--- src/rtl/config_readback_if.sv ---
// Handshake and serial-output bundle for config_readback.
interface config_readback_if;
    logic rd_start;
    logic ser_en;
    logic sdo;
    logic sdo_valid;
    logic busy;
    logic done;

    // Requester side: starts frames and paces the serial stream
    modport master (
        output rd_start,
        output ser_en,
        input  sdo,
        input  sdo_valid,
        input  busy,
        input  done
    );

    // Readback engine side
    modport slave (
        input  rd_start,
        input  ser_en,
        output sdo,
        output sdo_valid,
        output busy,
        output done
    );
endinterface

--- src/rtl/config_readback.sv ---
// Serial readback of NREG configuration bytes.
// Frame layout: header 8'hA5, data bytes 0..NREG-1, then a CRC-8 (poly 0x07) over the data.
// Bits leave MSB first, one per rising edge with ser_en=1.
module config_readback #(
    parameter int unsigned NREG = 4
) (
    input  logic                clk,
    input  logic                rstn,
    input  logic [8*NREG-1:0]   cfg_in,
    config_readback_if.slave    bus
);

    localparam int unsigned SNAP_W = 8 * NREG;
    localparam int unsigned IDX_W  = (NREG > 1) ? $clog2(NREG) : 1;
    localparam logic [IDX_W-1:0] LAST_IDX = IDX_W'(NREG - 1);
    localparam logic [7:0] HEADER_BYTE = 8'hA5;
    localparam logic [7:0] CRC_POLY    = 8'h07;

    typedef enum logic [1:0] {
        IDLE   = 2'd0,
        HEADER = 2'd1,
        DATA   = 2'd2,
        CRC    = 2'd3
    } state_e;

    state_e              state_q,    state_d;
    logic [7:0]          shift_q,    shift_d;
    logic [2:0]          bit_cnt_q,  bit_cnt_d;
    logic [IDX_W-1:0]    byte_idx_q, byte_idx_d;
    logic [7:0]          crc_q,      crc_d;
    logic [SNAP_W-1:0]   snap_q,     snap_d;
    logic                done_q,     done_d;

    logic [7:0]          crc_step_c;
    logic [IDX_W-1:0]    next_idx_c;
    logic [7:0]          next_byte_c;
    logic                last_bit_c;

    // CRC after folding in the bit currently on sdo
    always_comb begin
        crc_step_c = {crc_q[6:0], 1'b0} ^ ((crc_q[7] ^ shift_q[7]) ? CRC_POLY : 8'h00);
    end

    // Snapshot byte that follows the current data byte
    always_comb begin
        next_idx_c  = byte_idx_q + IDX_W'(1);
        next_byte_c = 8'h00;
        for (int k = 0; k < int'(NREG); k++) begin
            if (IDX_W'(k) == next_idx_c) begin
                next_byte_c = snap_q[8*k +: 8];
            end
        end
    end

    // Next-state and datapath for the frame sequencer
    always_comb begin
        state_d    = state_q;
        shift_d    = shift_q;
        bit_cnt_d  = bit_cnt_q;
        byte_idx_d = byte_idx_q;
        crc_d      = crc_q;
        snap_d     = snap_q;
        done_d     = 1'b0;
        last_bit_c = (bit_cnt_q == 3'd7);

        case (state_q)
            IDLE: begin
                if (bus.rd_start) begin
                    snap_d     = cfg_in;
                    shift_d    = HEADER_BYTE;
                    bit_cnt_d  = 3'd0;
                    byte_idx_d = '0;
                    crc_d      = 8'h00;
                    state_d    = HEADER;
                end
            end

            HEADER: begin
                if (bus.ser_en) begin
                    shift_d   = {shift_q[6:0], 1'b0};
                    bit_cnt_d = bit_cnt_q + 3'd1;
                    if (last_bit_c) begin
                        shift_d    = snap_q[7:0];
                        byte_idx_d = '0;
                        state_d    = DATA;
                    end
                end
            end

            DATA: begin
                if (bus.ser_en) begin
                    crc_d     = crc_step_c;
                    shift_d   = {shift_q[6:0], 1'b0};
                    bit_cnt_d = bit_cnt_q + 3'd1;
                    if (last_bit_c) begin
                        if (byte_idx_q == LAST_IDX) begin
                            // CRC already includes the bit being consumed now
                            shift_d = crc_step_c;
                            state_d = CRC;
                        end else begin
                            shift_d    = next_byte_c;
                            byte_idx_d = next_idx_c;
                        end
                    end
                end
            end

            CRC: begin
                if (bus.ser_en) begin
                    shift_d   = {shift_q[6:0], 1'b0};
                    bit_cnt_d = bit_cnt_q + 3'd1;
                    if (last_bit_c) begin
                        done_d  = 1'b1;
                        state_d = IDLE;
                    end
                end
            end

            default: begin
                state_d = IDLE;
            end
        endcase
    end

    // State and datapath registers, cleared asynchronously
    always_ff @(posedge clk or negedge rstn) begin
        if (!rstn) begin
            state_q    <= IDLE;
            shift_q    <= 8'h00;
            bit_cnt_q  <= 3'd0;
            byte_idx_q <= '0;
            crc_q      <= 8'h00;
            snap_q     <= '0;
            done_q     <= 1'b0;
        end else begin
            state_q    <= state_d;
            shift_q    <= shift_d;
            bit_cnt_q  <= bit_cnt_d;
            byte_idx_q <= byte_idx_d;
            crc_q      <= crc_d;
            snap_q     <= snap_d;
            done_q     <= done_d;
        end
    end

    // Outputs decoded from registered state only
    always_comb begin
        bus.sdo_valid = (state_q != IDLE);
        bus.busy      = (state_q != IDLE);
        bus.sdo       = (state_q != IDLE) & shift_q[7];
        bus.done      = done_q;
    end

endmodule

--- src/flat_wrapper.sv ---
// flat-port wrapper written by rule: the top's interface ports become plain ports
module config_readback_flat 
#(
    parameter int unsigned NREG = 4
)
  (clk, rstn, cfg_in, bus_rd_start, bus_ser_en, bus_sdo, bus_sdo_valid, bus_busy, bus_done);
  config_readback_if bus_i ();
  input  logic clk;
  input  logic rstn;
  input  logic [8*NREG-1:0] cfg_in;
  input wire logic [$bits(bus_i.rd_start)-1:0] bus_rd_start;
  input wire logic [$bits(bus_i.ser_en)-1:0] bus_ser_en;
  output wire logic [$bits(bus_i.sdo)-1:0] bus_sdo;
  output wire logic [$bits(bus_i.sdo_valid)-1:0] bus_sdo_valid;
  output wire logic [$bits(bus_i.busy)-1:0] bus_busy;
  output wire logic [$bits(bus_i.done)-1:0] bus_done;
  assign bus_i.rd_start = bus_rd_start;
  assign bus_i.ser_en = bus_ser_en;
  assign bus_sdo = bus_i.sdo;
  assign bus_sdo_valid = bus_i.sdo_valid;
  assign bus_busy = bus_i.busy;
  assign bus_done = bus_i.done;
  config_readback #(.NREG(NREG)) u_core (.clk(clk), .rstn(rstn), .cfg_in(cfg_in), .bus(bus_i));
endmodule
--- config.mk ---
export PLATFORM = sky130hd
export DESIGN_NAME = config_readback_flat
export DESIGN_NICKNAME = d
export VERILOG_FILES = /design/src/rtl/config_readback_if.sv /design/src/rtl/config_readback.sv /design/src/flat_wrapper.sv
export SDC_FILE = /design/constraint.sdc
export NUM_CORES = 1
export LEC_CHECK = 0
export ABC_AREA = 1
export BUFFER_PORTS_ARGS = -buffer_cell sky130_fd_sc_hd__buf_2
export CAP_MARGIN = 5
export CORE_MARGIN = 3
export CORE_UTILIZATION = 30
export CTS_CLUSTER_SIZE = 20
export DETAILED_ROUTE_END_ITERATION = 10
export GPL_TIMING_DRIVEN = 0
export PLACE_DENSITY_LB_ADDON = 0.08
export SLEW_MARGIN = 20
export SYNTH_ARGS = -nofsm -noshare
export SYNTH_HDL_FRONTEND = slang
export SYNTH_SLANG_ARGS = --single-unit
--- constraint.sdc ---
create_clock -name clk -period 2.96 [get_ports clk]
set_clock_uncertainty 0.15 [all_clocks]
set_input_delay 0.148 -clock clk [delete_from_list [all_inputs] [get_ports clk]]
set_output_delay 0.148 -clock clk [all_outputs]
set_load 0.05 [all_outputs]
; ---- Word-level counts from Yosys, hierarchy flattened
; Cells that the tools add are included.
[classes]
n_addsub = 2
eq_ne = 18
mux = 36
n_bitwise = 3
n_reduce_logical = 12
[op_table]
columns = operator, n
row1 = 2-to-1 mux 8 bit, 13
row2 = one-hot mux 8 bit (4 select lines), 1
row3 = 2-to-1 mux 2 bit, 12
row4 = one-hot mux 8 bit (2 select lines), 1
row5 = != test 2 x 1 -> 1 bit (second input constant), 5
row6 = != test 2 bit (second input constant), 5
row7 = 2-to-1 mux 3 bit, 3
row8 = one-hot mux 2 bit (4 select lines), 1
row9 = AND reduction 8 bit, 1
row10 = XOR 8 bit, 1
row11 = AND reduction 7 bit, 1
row12 = equality test 2 bit (second input constant), 3
row13 = one-hot mux 2 bit (3 select lines), 1
row14 = one-hot mux 3 bit (2 select lines), 1
row15 = equality test 2 bit (first input constant), 2
row16 = zero test 2 bit, 2
row17 = AND reduction 2 bit, 2
row18 = AND reduction 4 bit, 1
row19 = nonzero test 2 bit, 2
row20 = adder 3 x 1 -> 3 bit (second input constant), 1
row21 = equality test 3 bit (second input constant), 1
row22 = 2-to-1 mux 1 bit, 3
row23 = AND reduction 3 bit, 1
row24 = nonzero test 3 bit, 1
row25 = other kinds (6), 6
[word_totals]
reg_bits = 56
inputBits = 36
output_inout_bits = 4
word_cells = 78

; ---- Depth between registers and ports, before layout
; Gate-level depths: netlist of the first run.
[depth]
depth_word = 10
depth_mapped = 12
ltp_nobuf = 12

; ---- Least setup slack after synthesis of the first run
; OpenSTA, ideal clock, no wires.
[synth_path]
path_kind = reg2reg
from = register u_core.state_q[0]
to = register u_core.shift_q[5]
setup_time_ns = 0.121
t_arrival_ns = 1.632
t_required_ns = 2.689
setup_slack_ns = 1.056
path_stages_with_launch = 10
path_buffers = 0
period_less_slack_ns = 1.904
cell_sequence = dfrtp_1 > inv_1 > ha_1 > inv_2 > or2_4 > nand2_4 > nor2_4 > nand2_4 > nor3_2 > a21oi_2
[synth_via]
elab_chain_cells = 3
word_cells_on_any_way = 10
cone_classes = eq/ne: 7 / mux: 1 / reduce/logical: 2
[synth_rtl]
columns = element, line
row1 = start: declaration, config_readback.sv:26  ; state_e state_q, state_d;
row2 = start signal: assignment, config_readback.sv:136  ; state_q <= state_d;
row3 = "equality test 2 bit, or another cell as far along", config_readback.sv:66  ; case (state_q)
row4 = != test 2 bit (no source line), --
row5 = AND reduction 4 bit (no source line), --
row6 = end signal: assignment, config_readback.sv:137  ; shift_q <= shift_d;
row7 = end: declaration, config_readback.sv:27  ; logic [7:0] shift_q, shift_d;
; Several ways; a longest one is shown, not always the timed one.
; A chain may end at the register's enable or synchronous reset.

; ---- Worst setup path after layout of the first run
[layout_path]
from = register u_core.state_q[0]
to = register u_core.crc_q[4]
[layout_via]
elab_chain_cells = 3
word_cells_on_any_way = 7
cone_classes = eq/ne: 3 / mux: 1 / reduce/logical: 3
[layout_rtl]
columns = element, line
row1 = equality test 2 bit / zero test 2 bit (equally long branches), config_readback.sv:66
row2 = != test 2 bit (no source line) / nonzero test 2 bit (equally long branches), --
row3 = AND reduction 3 bit (no source line), --
row4 = end signal: assignment, config_readback.sv:140  ; crc_q <= crc_d;
row5 = end: declaration, config_readback.sv:30  ; logic [7:0] crc_q, crc_d;
; Several ways; a longest one is shown, not always the timed one.

==> results.py, run 1 <==
metrics = {
    "critical_path": {
        "worstSetupPathType": "flop to flop",
        "critical_path_arrival_ns": 2.13,
        "cp.required_ns": 2.99,
        "crit_top_cell": "inv_1",
        "critPathBufInv": 3,
        "path_cells": "inv_1, ha_1, buf_6, inv_1, o21ai_0, nor2_1, o22ai_1",
        "cp_max_fo": 10,
        "critPathTopFamily": "buffers and inverters",
        "worst_setup_path_end_kind": "flop",
        "cpMaxStageDelayCell": "nor2_1",
        "slowest_delay_ns": 0.43,
        "start_kind": "flop",
    },
    "grt": {
        "grt_pass1_vias": 2908,
        "grt.total_usage_pct": 15.7,
        "grt_start_max_net_pins": 57,
        "grt_pass1_wl_um": 14300,
        "antenna_found_initial": 0,
        "grt-ovfl-total": 0,
    },
    "detailed_routing": {
        "routed_via_density": 4.51,
        "route.detailed.drc": 0,
        "totalWireLength_um": 8430,
        "drtPass1Iterations": 4,
        "vias": 2801,
        "ant_nets": 0,
        "drt_iter0_drc": 149,
        "routedWlPerCell_um": 13.6,
    },
    "clock_network": {
        "clock_latency_ns": 0.32,
        "cts_tree": "done",
        "cts_max_path_buffers": 2,
        "clock-sinks": 56,
        "h-tree-depth": 2,
        "cts-root-buf": "clkbuf_8",
        "cts_resized": 0,
        "numCtsBuffers": 5,
        "clk_pin_slew_ns": 0.11,
        "cts_hold_buf": 33,
        "cts_setup_buffers": 0,
    },
    "sta": {
        "worstMarginPinSlew_ns": 0.757,
        "fmax_mhz": 475,
        "fin_ws_ns": 0.856,
        "rsz0062_at_grt": "false",
        "finalHoldViolations": 0,
        "slew_viol_final": 0,
        "post-route-period-util_pct": 71.1,
        "setup_violations": 0,
        "fin_setup_tns_ns": 0,
        "period_minus_slack_ns": 2.10,
        "max-slew-margin-rel_pct": 49.5,
    },
    "floorplan": {
        "core_um2": 9860,
        "boundaryPins": 40,
        "dieArea_um2": 11500,
        "fp-row-count": 36,
        "dieHeight_um": 107,
        "die_w_um": 107,
        "initial_utilization_pct": 31.3,
    },
    "flow_run": {
        "cap_violations": 0,
    },
    "synth": {
        "yosys_warnings": 0,
        "synth.distinct_cells": 30,
        "syn-cell-area_um2": 3090,
        "seq_area_frac_synth_pct": 45.4,
        "syn_nets": 455,
        "avgSynthCellArea_um2": 7.56,
        "syn_inst": 408,
        "ys_top_cells_by_area": "dfrtp_1 (45%), nand2_1 (18%), inv_1 (5.2%)",
        "synth_seq_cells": 56,
        "yosysTopAreaCell": "dfrtp_1",
        "synth_top_area_share_pct": 45.4,
    },
    "placed_design": {
        "routabilityCongestion": 0.790,
        "place_ws_ns": 0.875,
        "dpl_cell_area_um2": 3450,
        "hpwlAfterDp_um": 6070,
        "io_buffers": 39,
    },
    "worst_hold_path": {
        "min_path_type": "primary input to flop",
    },
    "layout": {
        "post-route-cell-area_um2": 3870,
        "drive_gt1_share_pct": 15.8,
        "antenna_cells": 0,
        "area.growth.synth_to_final_pct": 25.5,
        "final_cell_mix": "nand2_1 (145), dfrtp_1 (56), buf_2 (45)",
        "layout_commonest_cell": "nand2_1",
        "nNetsFinal": 534,
    },
    "run_status": {
        "status": "finished, final reports clean",
    },
    "power": {
        "p_leak_nw": 2.00,
        "ir_worst_vdd_mv": 0.301,
        "power.density_nw_per_um2": 977,
    },
}
==> worst register-to-register path, cell delays in order, from the launching register on <==
cell	delay, ns
dfrtp_1	0.41
inv_1	0.08
ha_1	0.22
buf_6	0.15
inv_1	0.24
o21ai_0	0.14
nor2_1	0.43
o22ai_1	0.14
==> power breakdown <==
group	total [mW]	switching [mW]	leakage (nW)	internal [mW]
combinational	1.98	1.27	1.25	0.712
clock	0.451	0.280	0.0485	0.171
sequential	1.35	0.220	0.699	1.13
==> registers in the layout, indices dropped and copies added (netlist names) <==
register / flops
u_core.bit_cnt_q: 3
u_core.bus.done: 1
u_core.byte_idx_q: 2
u_core.crc_q: 8
u_core.shift_q: 8
u_core.snap_q: 32
u_core.state_q: 2
==> final cells by class <==
type,instances,area (um^2)
Inverter,46,173
Fill cell,1037,5990
Tap cell,133,166
Timing Repair Buffer,72,528
Buffer,17,105
Sequential cell,56,1400
Clock inverter,3,22.5
Multi-Input combinational cell,289,1410
Clock buffer,5,68.8
==> metrics by stage <==
step	cells	util, %	hold slack [ns]	total power [mW]
2_1_floorplan	408	-	-0.298	2.80
3_3_place_gp	580	34.9	0.194	3.33
3_5_place_dp	580	35.0	0.127	3.35
4_1_cts	621	39.2	0.00946	3.84
5_1_grt	621	39.2	0.0370	4.20
6_report	621	39.2	0.0186	3.78
==> cell usage after synthesis, drive strengths merged <==
cell / count
nand2: 148
dfrtp: 56
inv: 45
a21oi: 34
nor2: 31
o21ai: 24
nand3: 16
buf: 11
ha: 11
nor3: 8
o22ai: 8
clkbuf: 6
a22o: 2
o211ai: 2
o31ai: 2
or2: 2
clkinv: 1
nand3b: 1
==> cell families (layout without fill, tap and decap cells) <==
logic type                 after synthesis  after routing  synth area share (%)
DFF                                     56             56                  45.4
AOI/OAI and AO/OA                       72             72                  13.1
buffers and inverters                   63            143                  9.00
and+or+nand+nor                        206            206                  28.1
adders and majority gates               11             11                  4.46
==> layer usage <==
metal | track usage [%] | up-vias | wire (um)
met3 | 2.34 | 4 | 259
met4 | 2.98 | 0 | 51
met1 | 21.6 | 1318 | 4120
li1 | - | 1446 | -
met5 | 0 | - | 0
met2 | 26.6 | 33 | 4000
==> path summary, 6_finish.rpt <==
path,start,endpoint,slack [ns],depth (start not counted)
setup / recovery,u_core.state_q[0],u_core.crc_q[4],0.86,7
hold / removal,bus_ser_en,u_core.bus.done,0.02,3
setup reg to reg,u_core.state_q[0],u_core.crc_q[4],0.86,7
hold reg to reg,u_core.snap_q[16],u_core.snap_q[16],0.34,2
max in group asynchronous,rstn,u_core.crc_q[1],1.88,2
min in group asynchronous,rstn,u_core.snap_q[17],0.27,2
(Power assumes the default switching activity.)
==> run 2, diff against run 1 <==
Clock period 2.96 ns to 1.7 ns, I/O delays scaled along.
==> results.py, run 2 (same netlist as run 1, synthesis figures left out) <==
metrics = {
    "run_status": {
        "status": "complete, but fails checks",
        "violations": "negative setup slack",
    },
    "clock_network": {
        "cts-root-buf": "clkbuf_8",
        "cts_tree": "done",
        "clock_latency_ns": 0.31,
        "numCtsBuffers": 5,
        "h-tree-depth": 2,
        "cts_max_path_buffers": 2,
        "clock-sinks": 56,
        "clk_pin_slew_ns": 0.10,
    },
    "sta": {
        "post-route-period-util_pct": 103,
        "worstMarginPinSlew_ns": 0.744,
        "period_minus_slack_ns": 1.75,
        "rsz0062_at_grt": "true",
        "finalHoldViolations": 0,
        "fin_ws_ns": -0.0517,
        "max-slew-margin-rel_pct": 50.4,
        "fin_setup_tns_ns": -0.104,
        "setup_violations": 5,
        "fmax_mhz": 571,
        "slew_viol_final": 0,
    },
    "layout": {
        "final_cell_mix": "nand2_1 (145), dfrtp_1 (54), buf_2 (39)",
        "antenna_cells": 0,
        "top_register": "u_core.snap_q",
        "fillers": 979,
        "finalNonFillerCells": 646,
        "largest_reg_flops": 32,
        "area.growth.synth_to_final_pct": 42.0,
        "layout_commonest_cell": "nand2_1",
        "nNetsFinal": 559,
        "drive_gt1_share_pct": 30.4,
        "post-route-util_pct": 44.4,
        "top_regs": "u_core.snap_q x32, u_core.crc_q x8, u_core.shift_q x8",
    },
    "grt": {
        "antenna_found_initial": 0,
        "grt_pass1_vias": 2970,
        "grt_start_max_net_pins": 57,
        "grt_pass1_wl_um": 15100,
        "grt.total_usage_pct": 16.7,
        "grt-ovfl-total": 0,
    },
    "placed_design": {
        "dpl.cell_count": 580,
        "routabilityCongestion": 0.809,
        "io_buffers": 39,
        "hpwlAfterDp_um": 6210,
    },
    "power": {
        "p_clk_share_pct": 10.0,
        "power.density_nw_per_um2": 1800,
        "ir_worst_vdd_mv": 0.584,
        "switchingPower_mw": 3.57,
        "p_leak_nw": 2.16,
        "swShare_pct": 45.4,
        "p_int_mw": 4.30,
        "combPwrFrac_pct": 58.8,
        "total_power_mw": 7.88,
        "seqPwrFrac_pct": 31.2,
    },
    "critical_path": {
        "path_cells": "ha_2, ha_4, inv_2, buf_6, nor2_1, nor3_2, nor3_4, a21oi_2",
        "worstSetupPathType": "flop to flop",
        "critPathBufInv": 2,
        "start_kind": "flop",
        "worst_setup_path_end_kind": "flop",
        "cp.required_ns": 1.80,
        "cpMaxStageDelayCell": "dfrtp_1",
        "slowest_delay_ns": 0.40,
        "critical_path_arrival_ns": 1.85,
        "cp_max_fo": 5,
        "critPathTopFamily": "flip-flops",
    },
    "detailed_routing": {
        "vias": 2909,
        "totalWireLength_um": 9130,
        "drtPass1Iterations": 4,
        "routedWlPerCell_um": 14.1,
        "routed_via_density": 4.50,
        "drt_iter0_drc": 149,
        "ant_nets": 0,
        "route.detailed.drc": 0,
    },
    "floorplan": {
        "boundaryPins": 40,
        "fp-row-count": 36,
        "core_um2": 9860,
        "dieArea_um2": 11500,
        "initial_utilization_pct": 31.3,
        "die_w_um": 107,
        "dieHeight_um": 107,
    },
    "flow_run": {
        "cap_violations": 0,
    },
    "worst_hold_path": {
        "min_path_type": "primary input to flop",
    },
}
==> run 2: final timing paths <==
kind                                        endpoint  depth (start not counted)  slack (ns)                 from
worst max-delay path               u_core.shift_q[7]                          8       -0.05  u_core.bit_cnt_q[1]
worst min-delay path                u_core.snap_q[8]                          4        0.01         bus_rd_start
worst max register to register     u_core.shift_q[7]                          8       -0.05  u_core.bit_cnt_q[1]
worst min register to register      u_core.snap_q[8]                          2        0.36     u_core.snap_q[8]
max in group asynchronous       u_core.byte_idx_q[1]                          2        0.65                 rstn
min in group asynchronous          u_core.snap_q[12]                          2        0.23                 rstn
==> run 2: final cells by class <==
cell class	instances	area, um^2	area share, %
Tap cell	133	166	3.80
Timing Repair Buffer	99	748	17.1
Inverter	46	193	4.40
Sequential cell	56	1400	32.0
Clock buffer	8	90.1	2.06
Multi-Input combinational cell	289	1630	37.1
Buffer	15	153	3.48
==> run 2: what timing repair did <==
action                     in CTS  in global routing
hold endpoints to repair       89                  0
resized for setup              66                 31
hold buffers                   34                  0
pin swaps                      11                  9
setup endpoints to repair      56                 51
buffers inserted               18                  6
gates cloned                    1                  1
==> run 2: power by group through the flow <==
stage | combinational, mW | sequential (mW) | clock [mW]
after global routing | 5.20 | 2.54 | 0.863
after global placement | 3.48 | 2.42 | 0
after detailed placement | 3.52 | 2.41 | 0
after CTS | 4.35 | 2.44 | 0.813
after floorplan | 2.66 | 2.26 | 0
final | 4.63 | 2.46 | 0.787
==> run 2: metrics by stage <==
stage	hold WS (ns)	setup WS, ns	area (um^2)
after floorplan	-0.361	0.000628	3110
after global placement	0.130	-0.253	3470
after detailed placement	0.0577	-0.278	3470
after CTS	0.0103	-0.0382	4250
after global routing	0.0223	-0.127	4380
final	0.0121	-0.0517	4380
==> run 2: worst reg2reg max path, delay by kind of cell, from the launching register on <==
| family | cells | cell delay, ns |
|---|---|---|
| compound gates | 1 | 0.13 |
| fa+ha+maj | 2 | 0.40 |
| buf+inv | 2 | 0.25 |
| flops | 1 | 0.40 |
| simple gates | 3 | 0.36 |
==> run 2: metal layers <==
| layer | global-route usage (%) | share of wire (%) | vias up |
|---|---|---|---|
| li1 | - | - | 1495 |
| met1 | 24.1 | 50 | 1372 |
| met2 | 26.9 | 46 | 37 |
| met3 | 2.34 | 2.8 | 5 |
| met4 | 3.52 | 0.81 | 0 |
| met5 | 0 | 0 | - |
